===== src/rtl/rsa_pkg.sv =====
// Shared constants and types for the modular exponentiation sequencer.
// Holds the state encoding, default RAM addresses and op-type codes.
package rsa_pkg;

    localparam int XBAR_ADDR_DEF = 0;
    localparam int MBAR_ADDR_DEF = 2;
    localparam int ONE_ADDR_DEF  = 4;

    localparam logic [3:0] ST_IDLE      = 4'd0;
    localparam logic [3:0] ST_SQ        = 4'd1;
    localparam logic [3:0] ST_WAIT_SQ   = 4'd2;
    localparam logic [3:0] ST_MUL       = 4'd3;
    localparam logic [3:0] ST_WAIT_MUL  = 4'd4;
    localparam logic [3:0] ST_NEXT      = 4'd5;
    localparam logic [3:0] ST_CONV      = 4'd6;
    localparam logic [3:0] ST_WAIT_CONV = 4'd7;
    localparam logic [3:0] ST_DONE      = 4'd8;

    typedef enum logic [3:0] {
        IDLE      = ST_IDLE,
        SQ        = ST_SQ,
        WAIT_SQ   = ST_WAIT_SQ,
        MUL       = ST_MUL,
        WAIT_MUL  = ST_WAIT_MUL,
        NEXT      = ST_NEXT,
        CONV      = ST_CONV,
        WAIT_CONV = ST_WAIT_CONV,
        DONE      = ST_DONE
    } state_e;

    typedef enum logic [1:0] {
        OP_SQ   = 2'd0,
        OP_MUL  = 2'd1,
        OP_CONV = 2'd2
    } op_e;

endpackage


===== src/rtl/exp_bit_iter.sv =====
// Exponent bit iterator: loads e and the top bit index, walks downwards.
// Ports: clk, rst, load, step, e, e_idx in; cur_bit, last out.
module exp_bit_iter #(
    parameter int N     = 32,
    parameter int Nlog2 = 5
) (
    input  logic             clk,
    input  logic             rst,
    input  logic             load,
    input  logic             step,
    input  logic [N-1:0]     e,
    input  logic [Nlog2-1:0] e_idx,
    output logic             cur_bit,
    output logic             last
);

    logic [N-1:0]     e_q, e_d;
    logic [Nlog2-1:0] idx_q, idx_d;

    always_comb begin
        e_d   = e_q;
        idx_d = idx_q;
        if (load) begin
            e_d = e;
            // An index past the top exponent bit starts at the top bit.
            if (int'(e_idx) >= N) begin
                idx_d = Nlog2'(N - 1);
            end else begin
                idx_d = e_idx;
            end
        end else if (step && (idx_q != '0)) begin
            idx_d = idx_q - 1'b1;
        end
    end

    always_ff @(posedge clk or posedge rst) begin
        if (rst) begin
            e_q   <= '0;
            idx_q <= '0;
        end else begin
            e_q   <= e_d;
            idx_q <= idx_d;
        end
    end

    assign cur_bit = e_q[idx_q];
    assign last    = (idx_q == '0);

endmodule


===== src/rtl/modexp_sequencer.sv =====
// Left-to-right square-and-multiply scheduler for the Montgomery unit.
// Ports: clk, rst, start, e, e_idx, mp_count, mp_done in;
//        mp_start, mp_a/b/r_addr, mp_len, busy, done, op_count out.
// Optional final conversion out of Montgomery form: FINAL_CONVERT_EN.
module modexp_sequencer
    import rsa_pkg::*;
#(
    parameter int N         = 32,
    parameter int Nlog2     = 5,
    parameter int ABITS     = 8,
    parameter int XBAR_ADDR = XBAR_ADDR_DEF,
    parameter int MBAR_ADDR = MBAR_ADDR_DEF,
    parameter int ONE_ADDR  = ONE_ADDR_DEF
) (
    input  logic             clk,
    input  logic             rst,
    input  logic             start,
    input  logic [N-1:0]     e,
    input  logic [Nlog2-1:0] e_idx,
    input  logic [Nlog2-1:0] mp_count,
    output logic             mp_start,
    output logic [ABITS-1:0] mp_a_addr,
    output logic [ABITS-1:0] mp_b_addr,
    output logic [ABITS-1:0] mp_r_addr,
    output logic [Nlog2-1:0] mp_len,
    input  logic             mp_done,
    output logic             busy,
    output logic             done,
    output logic [Nlog2+1:0] op_count
);

    state_e           state_q, state_d;
    logic             mp_start_q, mp_start_d;
    logic             busy_q, busy_d;
    logic             done_q, done_d;
    logic [ABITS-1:0] a_q, a_d, b_q, b_d, r_q, r_d;
    logic [Nlog2-1:0] len_q, len_d;
    logic [Nlog2+1:0] cnt_q, cnt_d;

    logic load, step, issue, cur_bit, last;
    op_e  op;

    exp_bit_iter #(.N(N), .Nlog2(Nlog2)) u_iter (
        .clk     (clk),
        .rst     (rst),
        .load    (load),
        .step    (step),
        .e       (e),
        .e_idx   (e_idx),
        .cur_bit (cur_bit),
        .last    (last)
    );

    always_comb begin
        state_d    = state_q;
        mp_start_d = 1'b0;
        a_d        = a_q;
        b_d        = b_q;
        r_d        = r_q;
        len_d      = len_q;
        cnt_d      = cnt_q;
        load       = 1'b0;
        step       = 1'b0;
        issue      = 1'b0;
        op         = OP_SQ;

        // Outputs are registered, so each issue is decided on the
        // transition into SQ/MUL/CONV.
        unique case (state_q)
            IDLE: begin
                if (start) begin
                    load    = 1'b1;
                    len_d   = mp_count;
                    cnt_d   = '0;
                    state_d = SQ;
                    issue   = 1'b1;
                end
            end
            SQ:  state_d = WAIT_SQ;
            WAIT_SQ: begin
                if (mp_done) begin
                    if (cur_bit) begin
                        state_d = MUL;
                        issue   = 1'b1;
                        op      = OP_MUL;
                    end else begin
                        state_d = NEXT;
                    end
                end
            end
            MUL: state_d = WAIT_MUL;
            WAIT_MUL: begin
                if (mp_done) begin
                    state_d = NEXT;
                end
            end
            NEXT: begin
                if (last) begin
`ifdef FINAL_CONVERT_EN
                    state_d = CONV;
                    issue   = 1'b1;
                    op      = OP_CONV;
`else
                    state_d = DONE;
`endif
                end else begin
                    step    = 1'b1;
                    state_d = SQ;
                    issue   = 1'b1;
                end
            end
`ifdef FINAL_CONVERT_EN
            CONV: state_d = WAIT_CONV;
            WAIT_CONV: begin
                if (mp_done) begin
                    state_d = DONE;
                end
            end
`endif
            DONE:    state_d = IDLE;
            default: state_d = IDLE;
        endcase

        if (issue) begin
            mp_start_d = 1'b1;
            if (cnt_d != '1) begin
                cnt_d = cnt_d + 1'b1;
            end
            a_d = ABITS'(MBAR_ADDR);
            r_d = ABITS'(MBAR_ADDR);
            unique case (op)
                OP_SQ:   b_d = ABITS'(MBAR_ADDR);
                OP_MUL:  b_d = ABITS'(XBAR_ADDR);
                default: b_d = ABITS'(ONE_ADDR);
            endcase
        end

        busy_d = (state_d != IDLE);
        done_d = (state_d == DONE);
    end

    always_ff @(posedge clk or posedge rst) begin
        if (rst) begin
            state_q    <= IDLE;
            mp_start_q <= 1'b0;
            busy_q     <= 1'b0;
            done_q     <= 1'b0;
            a_q        <= '0;
            b_q        <= '0;
            r_q        <= '0;
            len_q      <= '0;
            cnt_q      <= '0;
        end else begin
            state_q    <= state_d;
            mp_start_q <= mp_start_d;
            busy_q     <= busy_d;
            done_q     <= done_d;
            a_q        <= a_d;
            b_q        <= b_d;
            r_q        <= r_d;
            len_q      <= len_d;
            cnt_q      <= cnt_d;
        end
    end

    assign mp_start  = mp_start_q;
    assign mp_a_addr = a_q;
    assign mp_b_addr = b_q;
    assign mp_r_addr = r_q;
    assign mp_len    = len_q;
    assign busy      = busy_q;
    assign done      = done_q;
    assign op_count  = cnt_q;

endmodule


===== config.mk =====
export PLATFORM = sky130hd
export DESIGN_NAME = modexp_sequencer
export DESIGN_NICKNAME = d
export VERILOG_FILES = /design/src/rtl/rsa_pkg.sv /design/src/rtl/exp_bit_iter.sv /design/src/rtl/modexp_sequencer.sv
export SDC_FILE = /design/constraint.sdc
export NUM_CORES = 1
export LEC_CHECK = 0
export CAP_MARGIN = 30
export CORE_MARGIN = 4
export CORE_UTILIZATION = 45
export DETAILED_ROUTE_END_ITERATION = 12
export PLACE_DENSITY_LB_ADDON = 0.2
export RECOVER_POWER = 25
export SLEW_MARGIN = 20
export SYNTH_ARGS = -nofsm -noshare
export SYNTH_HDL_FRONTEND = slang
export SYNTH_SLANG_ARGS = --single-unit
export TNS_END_PERCENT = 10

===== constraint.sdc =====
create_clock -name clk -period 6 [get_ports clk]
set_clock_uncertainty 0.05 [all_clocks]
set_input_delay 0.9 -clock clk [delete_from_list [all_inputs] [get_ports clk]]
set_output_delay 0.9 -clock clk [all_outputs]
set_load 0.005 [all_outputs]

* After elaboration in Yosys (flattened, before gate mapping)
Index checks and enable logic that the tools add are counted.
Storage, ports and cells: register bits 65, output and inout bits 39, logic and storage cells 55
Cells by class: add/subtract/negate cells 2, magnitude comparators 1, equality and inequality tests 8, mux-type cells 26, reductions and logical operators 8
Operators with widths (count):
- two-way mux 7 bit | 4
- one-hot mux 4 bit (6 select lines) | 1
- two-way mux 4 bit | 4
- two-way mux 1 bit | 11
- two-way mux 5 bit | 2
- equality test 4 x 2 -> 1 bit (second input constant) | 2
- equality test 4 x 3 -> 1 bit (second input constant) | 2
- adder 7 x 1 -> 7 bit (second input constant) | 1
- inequality test 7 bit (second input constant) | 1
- less-than comparator 5 x 6 -> 1 bit (second input constant) | 1
- one-hot mux 3 bit (2 select lines) | 1
- binary-select mux 1 bit (select 5 bit) | 1
- zero test 5 bit | 1
- nonzero test 5 bit | 1
- subtractor 5 x 1 -> 5 bit (second input constant) | 1
- equality test 4 x 1 -> 1 bit (second input constant) | 1
- equality test 4 bit (second input constant) | 1
- zero test 4 bit | 1
- nonzero test 4 bit | 1
- two-way mux 3 bit | 1
- one-hot mux 1 bit (3 select lines) | 1
- equality test 2 x 1 -> 1 bit (second input constant) | 1
- zero test 2 bit | 1
- AND reduction 2 bit | 1
- 2 further kinds | 2

* Depth between registers and ports, before layout
depth in word-level cells 7, depth in mapped cells 11

* Hierarchy
A second synthesis with hierarchy kept.
Unflattened totals: cell total of the unflattened synthesis 270, area total of the unflattened synthesis 3070.4 um^2
Modules (own cells, without submodules):
- exp_bit_iter | times used 1, cells each 140, area an instance 1806.7 um^2, sequential area each 925.9 um^2
- modexp_sequencer | times used 1, cells each 130, area an instance 1263.7 um^2, sequential area each 525.5 um^2

* Worst setup path after synthesis
OpenSTA, ideal clock, no wires.
path kind input-to-reg, from input start, to register cnt_q[1] (netlist: op_count[1]), setup time 0.125 ns, data arrival time 2.225 ns, required time 5.825 ns, path slack 3.599 ns, stages on the path 8, path buffers 0, path through nand3_1 and2_1 ha_1 nand3_1 nor2_1 nand4_1 and2_4 mux2_4
On the way: cells in the longest elaborated chain, start to end 5
RTL lines:
- start: declaration | RTL line modexp_sequencer.sv:17 | input logic start,
- two-way mux 7 bit | RTL line modexp_sequencer.sv:71 | if (start) begin
- two-way mux 7 bit | RTL line modexp_sequencer.sv:69 | unique case (state_q)
- adder 7 x 1 -> 7 bit or inequality test 7 bit (tied branches) | RTL line modexp_sequencer.sv:127, modexp_sequencer.sv:126
- two-way mux 7 bit | RTL line modexp_sequencer.sv:126 | if (cnt_d != '1) begin
- two-way mux 7 bit (*) | RTL line modexp_sequencer.sv:124 | if (issue) begin
- named net cnt_d[1] | RTL line modexp_sequencer.sv:38 | logic [Nlog2+1:0] cnt_q, cnt_d;
- end signal: assignment | RTL line modexp_sequencer.sv:162 | cnt_q <= cnt_d;
- end: declaration | RTL line modexp_sequencer.sv:38
The timed path passes the listed nets; every way through them passes the cells marked *. A chain may end at the register's enable or synchronous reset.

==> reports/summary.md <==
For the worst-skew pair, the clock arrives at the later sink with an insertion delay of 330 ps. Clock tree root buffer cell: sky130_fd_sc_hd__clkbuf_8. The initialized floorplan defines 29 standard-cell rows. The routed design has 6030 um of wire. The worst setup path is captured at an asynchronous set/reset pin.

The xor and xnor fraction of the mapped netlist area is 2.08%, and the final critical path time including I/O delays and setup is 3780 ps. The power per standard cell area was 457 nW/um^2; the number of buffers inserted by post-CTS setup repair was 0. Of the available clock period, the critical path in the final layout requires 62.9%. Headroom to the max-slew limit came out at -101%. The final-report max-slew violation count was 59. The net count of the finished layout is 428.

After detailed routing, the number of remaining DRC violations is 0. The first global-routing pass estimated 9840 um of wire. The tools report the maximum number of pins on one net before global-route repair as 59. Setup repair after global routing left no endpoint under its margin.

The tools report the top achievable clock speed as 265 MHz. Clock transition at the registers of the reported paths: 60 ps. The sequential element share of the synthesized area is 49.2%. The average cell area after synthesis came out at 9.22 um^2. Routability-driven placement finished with a final weighted congestion of 0.792. Setup violations remaining at the end of the flow were counted as 0. Synthesis produced 320 cells. The max capacitance violation total was 1. Summed over all instances, the cell type with the most area after synthesis is sky130_fd_sc_hd__dfrtp_1.

After global routing the overflow that remains totals 0. The die is 89.0 um wide. The clock drives 58 sinks. Across every metal layer, demand over resource in global routing totals 16.4%.

Number of unique standard cell types used by synthesis: 44. The final total power is 1.69 mW, and the post-synth design cell area is 2950 um^2. After synthesis the netlist holds a flip-flop and latch count of 58. During I/O placement, the number of pins put on the boundary was 85. The finished layout holds 460 standard cells, fillers aside. Total clock buffers created by CTS: 9. Measured on the finished design, the core utilization comes to 58.3%.

After Yosys synthesis, and, or, nand and nor cells account for 23.7% of the synthesized area. For the Yosys warning count, the log shows 0. Dividing the detail-routed wire length by the instance count gives 13.1 um. The count of buffers added on input and output ports is 63. The floorplan step defined a die boundary enclosing 7920 um^2. The logs give 0 for the number of nets with antenna violations after routing and 6350 um^2 for the total core area. Arrival time at the worst endpoint: 3490 ps.

Number of cells after detailed placement: 445. From bottom edge to top edge, the die measures 89.0 um. Of all nets on the critical path, the largest fanout is 58. In this run, post-CTS repair resized a total of 0 instances. After detailed routing, the number of vias per cell comes to 4.78.

For the pin with the worst max-slew slack, the measured transition is 3020 ps. Layout overhead on the synthesized area: 25.5%. Initial antenna violation count: 0.

The checks that failed: max-capacitance violations, max-slew violations. In the layout the commonest cells are 124 x sky130_fd_sc_hd__nand2_1, 63 x sky130_fd_sc_hd__clkdlybuf4s50_1, 58 x sky130_fd_sc_hd__dfrtp_1. After synthesis, the share of cell area in mux cells is 7.76%. The worst setup path is launched from an input pin.

Summed over its instances, the top area cell type makes up 49.2% of the synthesized netlist area. The tools report the number of global-route vias before repair as 2154. Of the total synthesized cell area, the portion taken by full adders, half adders and majority gates is 1.27%. The critical path goes through clkdlybuf4s50_1 > clkinv_1 > clkbuf_1. The run gives 0 as the number of hold-repair buffers added at the cts stage. Summed over all nets, the half-perimeter wirelength after detailed placement is 4290 um. The compound-cell area share of the yosys netlist was 6.40%. The run gives 0 as the number of endpoints with negative hold slack in the final report. The run finished, with violations left. After synthesis, the cell types taking the most area are sky130_fd_sc_hd__dfrtp_1 49%, sky130_fd_sc_hd__nand2_1 16%, sky130_fd_sc_hd__buf_4 5.6%.

For the worst setup path, the data required time is 5720 ps. The delay contributed by the slowest stage of the critical path was 2130 ps. The detailed router placed 2198 vias in this run. The number of antenna diodes in the final layout is 0. TritonCTS built the clock tree.

The post-route netlist has 7.05% of its cells at a drive strength greater than 1. Type of the most critical hold path: reg2reg. For the CTS H-tree depth, the log shows 3.

The most frequent standard cell in the layout excluding fill and tap cells was sky130_fd_sc_hd__nand2_1. For this run, the detailed router's first-pass iteration total came to 4. By area, the combinational part of the netlist is dominated by simple AND/OR/NAND/NOR gates. In this run the deepest clock path goes through 2 buffers. The class of the most critical setup path is in2async. The first routing iteration left 78 violations. The largest individual stage delay along the critical path comes from the cell sky130_fd_sc_hd__clkbuf_1.

The logs give 0 ps for the final total negative setup slack and 1.79 nW for the leakage power. For this configuration, the core starts out at a cell density of 46.5%. VDD sags by at most 204 uV.
per-stage QoR:
| stage | setup WS (ps) | instance area [um^2] | hold WS, ps |
|---|---|---|---|
| 6_report | 2220 | 3700 | 421 |
| 5_1_grt | 1470 | 3700 | 448 |
| 4_1_cts | 3020 | 3710 | 425 |
| 3_5_place_dp | 2670 | 3520 | 411 |
| 3_3_place_gp | 2740 | 3520 | 399 |
| 2_1_floorplan | 3600 | 3030 | 387 |
power breakdown:
group	internal, mW	total (mW)	switching [mW]
clock network	0.200	0.343	0.143
registers	0.555	0.698	0.143
logic	0.327	0.651	0.324
total	1.08	1.69	0.610
final cells by class:
type                    instances  area [um^2]
fillers                       586         2650
flip-flops and latches         58         1450
multi-input cells             236         1290
repair buffers                 65          642
clock buffers                  12          145
well taps                      77         96.3
clock inverters                 3         40.0
inverters                       9         33.8
flip-flops by register name (all words and copies together), names as in the netlist:
| signal | count |
|---|---|
| mp_b_addr | 1 |
| mp_r_addr | 1 |
| mp_start | 1 |
| done | 1 |
| op_count | 7 |
| state_q | 4 |
| u_iter.idx_q | 5 |
| busy | 1 |
| u_iter.e_q | 32 |
| mp_len | 5 |
cell usage after synthesis (all sizes together):
| master | count |
|---|---|
| a22oi | 3 |
| o41ai | 1 |
| mux4 | 3 |
| inv | 9 |
| o221ai | 1 |
| a221o | 1 |
| xnor2 | 4 |
| o21ai | 10 |
| nor3 | 1 |
| nand4b | 1 |
| dfrtp | 58 |
| ha | 3 |
| nor2b | 3 |
| or2 | 1 |
| and3 | 4 |
| nand4 | 2 |
| and4 | 1 |
| nand3 | 9 |
| conb | 1 |
| nor2 | 11 |
| buf | 26 |
| clkbuf | 11 |
| mux2i | 12 |
| and2b | 1 |
| a311o | 2 |
| xor2 | 3 |
| nand3b | 1 |
| a41oi | 1 |
| a211o | 1 |
| mux2 | 2 |
| a21oi | 2 |
| a21o | 1 |
| a31o | 1 |
| a31oi | 1 |
| nand2 | 124 |
| and2 | 4 |
worst max-delay path, delay by kind of cell:
family / cells / cell delay, ps
buf+inv: 3 / 2570
worst paths after layout:
path | start | end | slack, ps | cells past startpoint
worst min-delay path | u_iter.e_q[30] | u_iter.e_q[30] | 420 | 2
min in group asynchronous | rst | state_q[1] | 1970 | 3
max in group clk | start | op_count[5] | 3010 | 11
worst max register to register | u_iter.idx_q[0] | op_count[1] | 3190 | 8
worst min register to register | u_iter.e_q[30] | u_iter.e_q[30] | 420 | 2
worst max-delay path | rst | u_iter.e_q[23] | 2220 | 3
metal layers:
layer  part of all wire, %  track usage [%]
met4                  0.98             8.12
met5                     0                0
met2                    50             26.6
met3                   5.4             3.23
met1                    44             21.1
cell families after synthesis:
kind of cell | Yosys count
xor gates and xnor gates | 7
adders and majority gates | 3
buffers and inverters | 46
AOI/OAI and AO/OA | 25
muxes | 17
DFF | 58
and+or+nand+nor | 163
other | 1
No activity file was read; power rests on OpenSTA's default activity.
==> edit 1, RTL diff (same settings) <==
The parameter `ABITS` goes from 8 to 10.
--- a/src/rtl/modexp_sequencer.sv
+++ b/src/rtl/modexp_sequencer.sv
@@ -9,3 +9,3 @@
     parameter int Nlog2     = 5,
-    parameter int ABITS     = 8,
+    parameter int ABITS     = 10,
     parameter int XBAR_ADDR = XBAR_ADDR_DEF,
Ports: changed (resized mp_a_addr, mp_b_addr and mp_r_addr); port bits go from 85 to 91. No check against the original RTL was run, so the function may have changed too.
==> edit 1 against the original RTL <==
- the flow still finishes with violations (capacitance limit, slew limit)
- sequential cell count is the same
- die area increased by 1.4%
- core utilization increased by 0.22 points
- sequential power about the same
- global-route usage increased by 0.14 points
- synthesized cell count rose by 1.9%
- total power grew 3.2%
- worst setup slack lost 0.024 ns
- fmax down 0.63%
- area after synthesis is 1.5% higher
- routed wire length increased by 2.9%
- final area increased by 1.5%
- via count is 2.0% higher
- critical endpoint is now u_iter.e_q[17]
- largest cell class unchanged
- highest routed layer unchanged
==> edit 1: results (changes against the original RTL) <==
Psw 620 uW (was 610 uW); status complete, but fails checks (unchanged); Port-buffer cells 63 (unchanged); VDD IR max 0.209 mV (was 0.204 mV); largest net degree at the start of global routing 59 (unchanged); R2R setup slack 3.20 ns (was 3.19 ns); CTS clk-pin slew, worst paths 0.06 ns (about the same); first-pass GRT wire length 10,100 um (was 9840 um); Antenna Cells 0 (unchanged); Nets 434 (was 428); initial drt markers 99 (was 78); dpl hpwl 4420 um (was 4290 um); CP arrival 3.51 ns (was 3.49 ns); Relative slew margins -1.03 (was -1.01); layout cells sized above 1 0.0744 (was 0.0705); total wire length 6200 um (was 6030 um); Top FF cell, synth dfrtp_1 (unchanged); Crit-path slowest cell clkbuf_1 (unchanged); Synth top cells by count nand2_1 (124), dfrtp_1 (58), buf_4 (28), mux2i_1 (12), clkbuf_1 (11) (was nand2_1 (124), dfrtp_1 (58), buf_4 (22), mux2i_1 (12), clkbuf_1 (11)); slowest cell delay on critical path 2.14 ns; HP Class flop to flop (unchanged); post-synthesis sequential area ratio 0.484 (was 0.492); largest register by flop count u_iter.e_q (unchanged); Leakage 1.83 nW (was 1.79 nW); initial antenna violation count 0 (unchanged); Critical Path Fanout Max 58 (unchanged); vias in the first global route 2,219 (was 2,154); Yosys cell types 44 (unchanged); H-Tree Level Count 3 (unchanged); top cells by area, synth dfrtp_1 (48%), nand2_1 (16%), buf_4 (7.0%), mux2i_1 (4.0%), mux4_1 (2.6%) (was dfrtp_1 (49%), nand2_1 (16%), buf_4 (5.6%), mux2i_1 (4.1%), mux4_1 (2.7%)); clk_lat worst skew 0.33 ns (about the same); post-CTS sizing 0 (unchanged); Ys Warns 0 (unchanged); max_cap viols 1 (unchanged); max reg flops 32 (unchanged); DRT Pass-1 Iters 4 (unchanged); routability cong. 0.789 (was 0.792); number of CTS-inserted buffers 9 (unchanged); postcts setup bufs 0 (unchanged); GRT Overall Usage 0.166 (was 0.164); routed vias/inst 4.80 (was 4.78); CTS Root Cell clkbuf_8 (unchanged); asr flop ratio synth 1.00 (unchanged); clk buf depth 2 (unchanged); failing checks capacitance limit, slew limit (unchanged); Slew Limit Fails 59 (unchanged)
[edit 1: path summary, 6_finish.rpt]
kind,startpoint,endpoint,depth (start not counted)
max,rst,u_iter.e_q[17],3
max reg2reg,u_iter.idx_q[0],op_count[1],8
min reg2reg,u_iter.e_q[17],u_iter.e_q[17],2
min in group asynchronous,rst,busy,3
min,u_iter.e_q[17],u_iter.e_q[17],2
max in group clk,start,op_count[5],11
[edit 1: logic make-up after synthesis]
kind of cell	Yosys count	synth area share
xor+xnor	7	0.0205
other cells	1	0.00125
flops	58	0.484
compound gates	25	0.0631
fa+ha+maj	3	0.0125
simple gates	163	0.233
mux	17	0.0764
buf+inv	52	0.109
[edit 1: per-layer routing]
layer | part of all wire | global-route usage | vias up
met5 | 0 | 0 | -
met4 | 0.017 | 0.0744 | 0
met3 | 0.050 | 0.0338 | 9
met2 | 0.48 | 0.269 | 56
met1 | 0.45 | 0.214 | 1059
li1 | - | - | 1118
[edit 1: power groups by stage]
stage	Sequential [mW]	Combinational (mW)	Clock, mW
finish	0.697	0.656	0.393
global route	0.720	0.746	0.419
CTS	0.698	0.668	0.403
detailed placement	0.703	0.663	0
global placement	0.700	0.643	0
floorplan	0.639	0.535	0
[edit 1: final cells by class]
type                    count  area (um2)
clock buffers              11         141
clock inverters             5        77.6
fillers                   574        2660
inverters                   9        33.8
multi-input cells         242        1320
flip-flops and latches     58        1450
well taps                  77        96.3
repair buffers             65         642
[edit 1: stage by stage]
stage / cells / total power [mW] / hold slack [ns] / worst slack [ns] / cell area (um2)
floorplan: 352 / 1.17 / 0.387 / 3.60 / 3090
global placement: 451 / 1.34 / 0.404 / 2.71 / 3540
detailed placement: 451 / 1.37 / 0.406 / 2.68 / 3540
CTS: 467 / 1.77 / 0.422 / 3.01 / 3760
global route: 467 / 1.89 / 0.442 / 1.45 / 3760
finish: 467 / 1.75 / 0.419 / 2.20 / 3760
[edit 1: worst max-delay path: cells and delay by family]
kind                   cells  cell delay, ns
buffers and inverters      3            2.58
==> edit 2, RTL diff (same flow settings) <==
Made on the original files. Register the output `op_count` once more, without a reset; this adds one clock of latency there. The other outputs are not delayed to match.
--- a/src/rtl/modexp_sequencer.sv
+++ b/src/rtl/modexp_sequencer.sv
@@ -172,3 +172,5 @@
     assign done      = done_q;
-    assign op_count  = cnt_q;
+    always_ff @(posedge clk) begin
+        op_count <= cnt_q;
+    end
 
Function: changed (a bounded check fails within 4 cycles, from zero or initial values and one cycle with rst high).
==> edit 2 against the original RTL <==
- synthesized cell count decreased by 0.31%
- highest routed layer unchanged
- non-clock buffer count increased by 1
- routed wire length increased by 1.6%
- area after synthesis increased by 3.6%
- the flow still finishes with violations (capacitance limit, slew limit)
- core utilization increased by 1.4 points
- count of clock-buffer cells in the layout decreased by 1
- sequential cell count increased by 7
- sequential share of layout area increased by 2.1 points
- final area increased by 4.1%
- critical endpoint is now cnt_q[1]
- sequential power increased by 5.7%
- worst setup slack got worse by 0.13 ns
- total power increased by 3.4%
==> edit 2: results (changes against the original RTL) <==
status complete, but fails checks (unchanged); failing checks capacitance limit, slew limit (unchanged); Yosys cell types 42 (was 44); power share of the sequential group 0.422 (was 0.413); Area after DPL 3650 um2 (was 3520 um2); cells on worst reg2reg path 6 (was 8); number of non-clock buffers 66 (was 65); top cells by area, synth dfrtp_1 (47%), nand2_1 (15%), buf_4 (5.4%), dfxtp_1 (4.6%), mux2i_1 (2.9%) (was dfrtp_1 (49%), nand2_1 (16%), buf_4 (5.6%), mux2i_1 (4.1%), mux4_1 (2.7%)); max_cap viols 1 (unchanged); GR Layer Usage met3 0.0517 (was 0.0323); dpl hpwl 4380 um (was 4290 um); cell area power density 454 nW/um2 (was 457 nW/um2); CTS clk-pin slew, worst paths 0.08 ns (was 0.06 ns); total wire length 6130 um (was 6030 um); Synth top cells by count nand2_1 (123), dfrtp_1 (58), buf_4 (22), clkbuf_1 (12), nor2_1 (12) (was nand2_1 (124), dfrtp_1 (58), buf_4 (22), mux2i_1 (12), clkbuf_1 (11)); Met2 Wirelength 2910 um (was 3000 um); Hold Startpoint cnt_q[1] (was u_iter.e_q[30]); # placed instances 446 (was 445); clk_lat worst skew 0.35 ns (was 0.33 ns); slowest cell delay on critical path 2.11 ns (was 2.13 ns); worst hold stages 0 (was 2); sequential cells 65 (was 58); Slew Limit Fails 59 (unchanged); VDD IR max 0.201 mV (was 0.204 mV); Power Clock 375 uW (was 343 uW); R2R setup slack 3.15 ns (was 3.19 ns); routability cong. 0.748 (was 0.792); GRT Overall Usage 0.157 (was 0.164); GR Util met1 0.198 (was 0.211); wl on met1 2710 um (was 2650 um); Seq/total area 0.413 (was 0.392); Leakage 1.83 nW (was 1.79 nW); Worst Setup Slack post-DPL 2.62 ns (was 2.67 ns); Relative slew margins -1.01 (about the same); Non-clk invs 7 (was 9); Non-Filler Instances 462 (was 460); multi-input combinational area share 0.333 (was 0.350); CP arrival 3.64 ns (was 3.49 ns); Die Span X 90.5 um (was 89.0 um); first-pass GRT wire length 10,400 um (was 9840 um); Nets 429 (was 428); asr flop ratio synth 0.892 (was 1.00); Mapped Avg Cell Area 9.59 um2 (was 9.22 um2); buffer share of cell area 0.168 (was 0.173); comb_multi_in 231 (was 236)
## edit 2: cell types whose count changed after synthesis, moves of 3 or more
cell / before / now
dfxtp_1: 0 / 7
a22oi_1: 3 / 0
mux2i_1: 12 / 9
mux4_2: 0 / 3
nand2b_1: 0 / 3
## edit 2: stage by stage
step                      hold slack (ns)  power (mW)
after floorplan                     0.302        1.20
after global placement              0.330        1.37
after detailed placement            0.325        1.39
after CTS                           0.331        1.77
after global routing                0.363        1.89
final                               0.326        1.75
## edit 2: kinds of logic (layout without fill, tap and decap cells)
kind of cell | count (synthesis) | after routing | synth area share
AO/OA/AOI/OAI | 26 | 26 | 0.0634
multiplexers | 17 | 17 | 0.0859
flip-flops | 65 | 65 | 0.520
XOR/XNOR | 7 | 7 | 0.0200
other | 1 | 21 | 0.00123
AND/OR/NAND/NOR | 157 | 157 | 0.212
buffers and inverters | 43 | 89 | 0.0847
adder cells (fa/ha/maj) | 3 | 3 | 0.0123
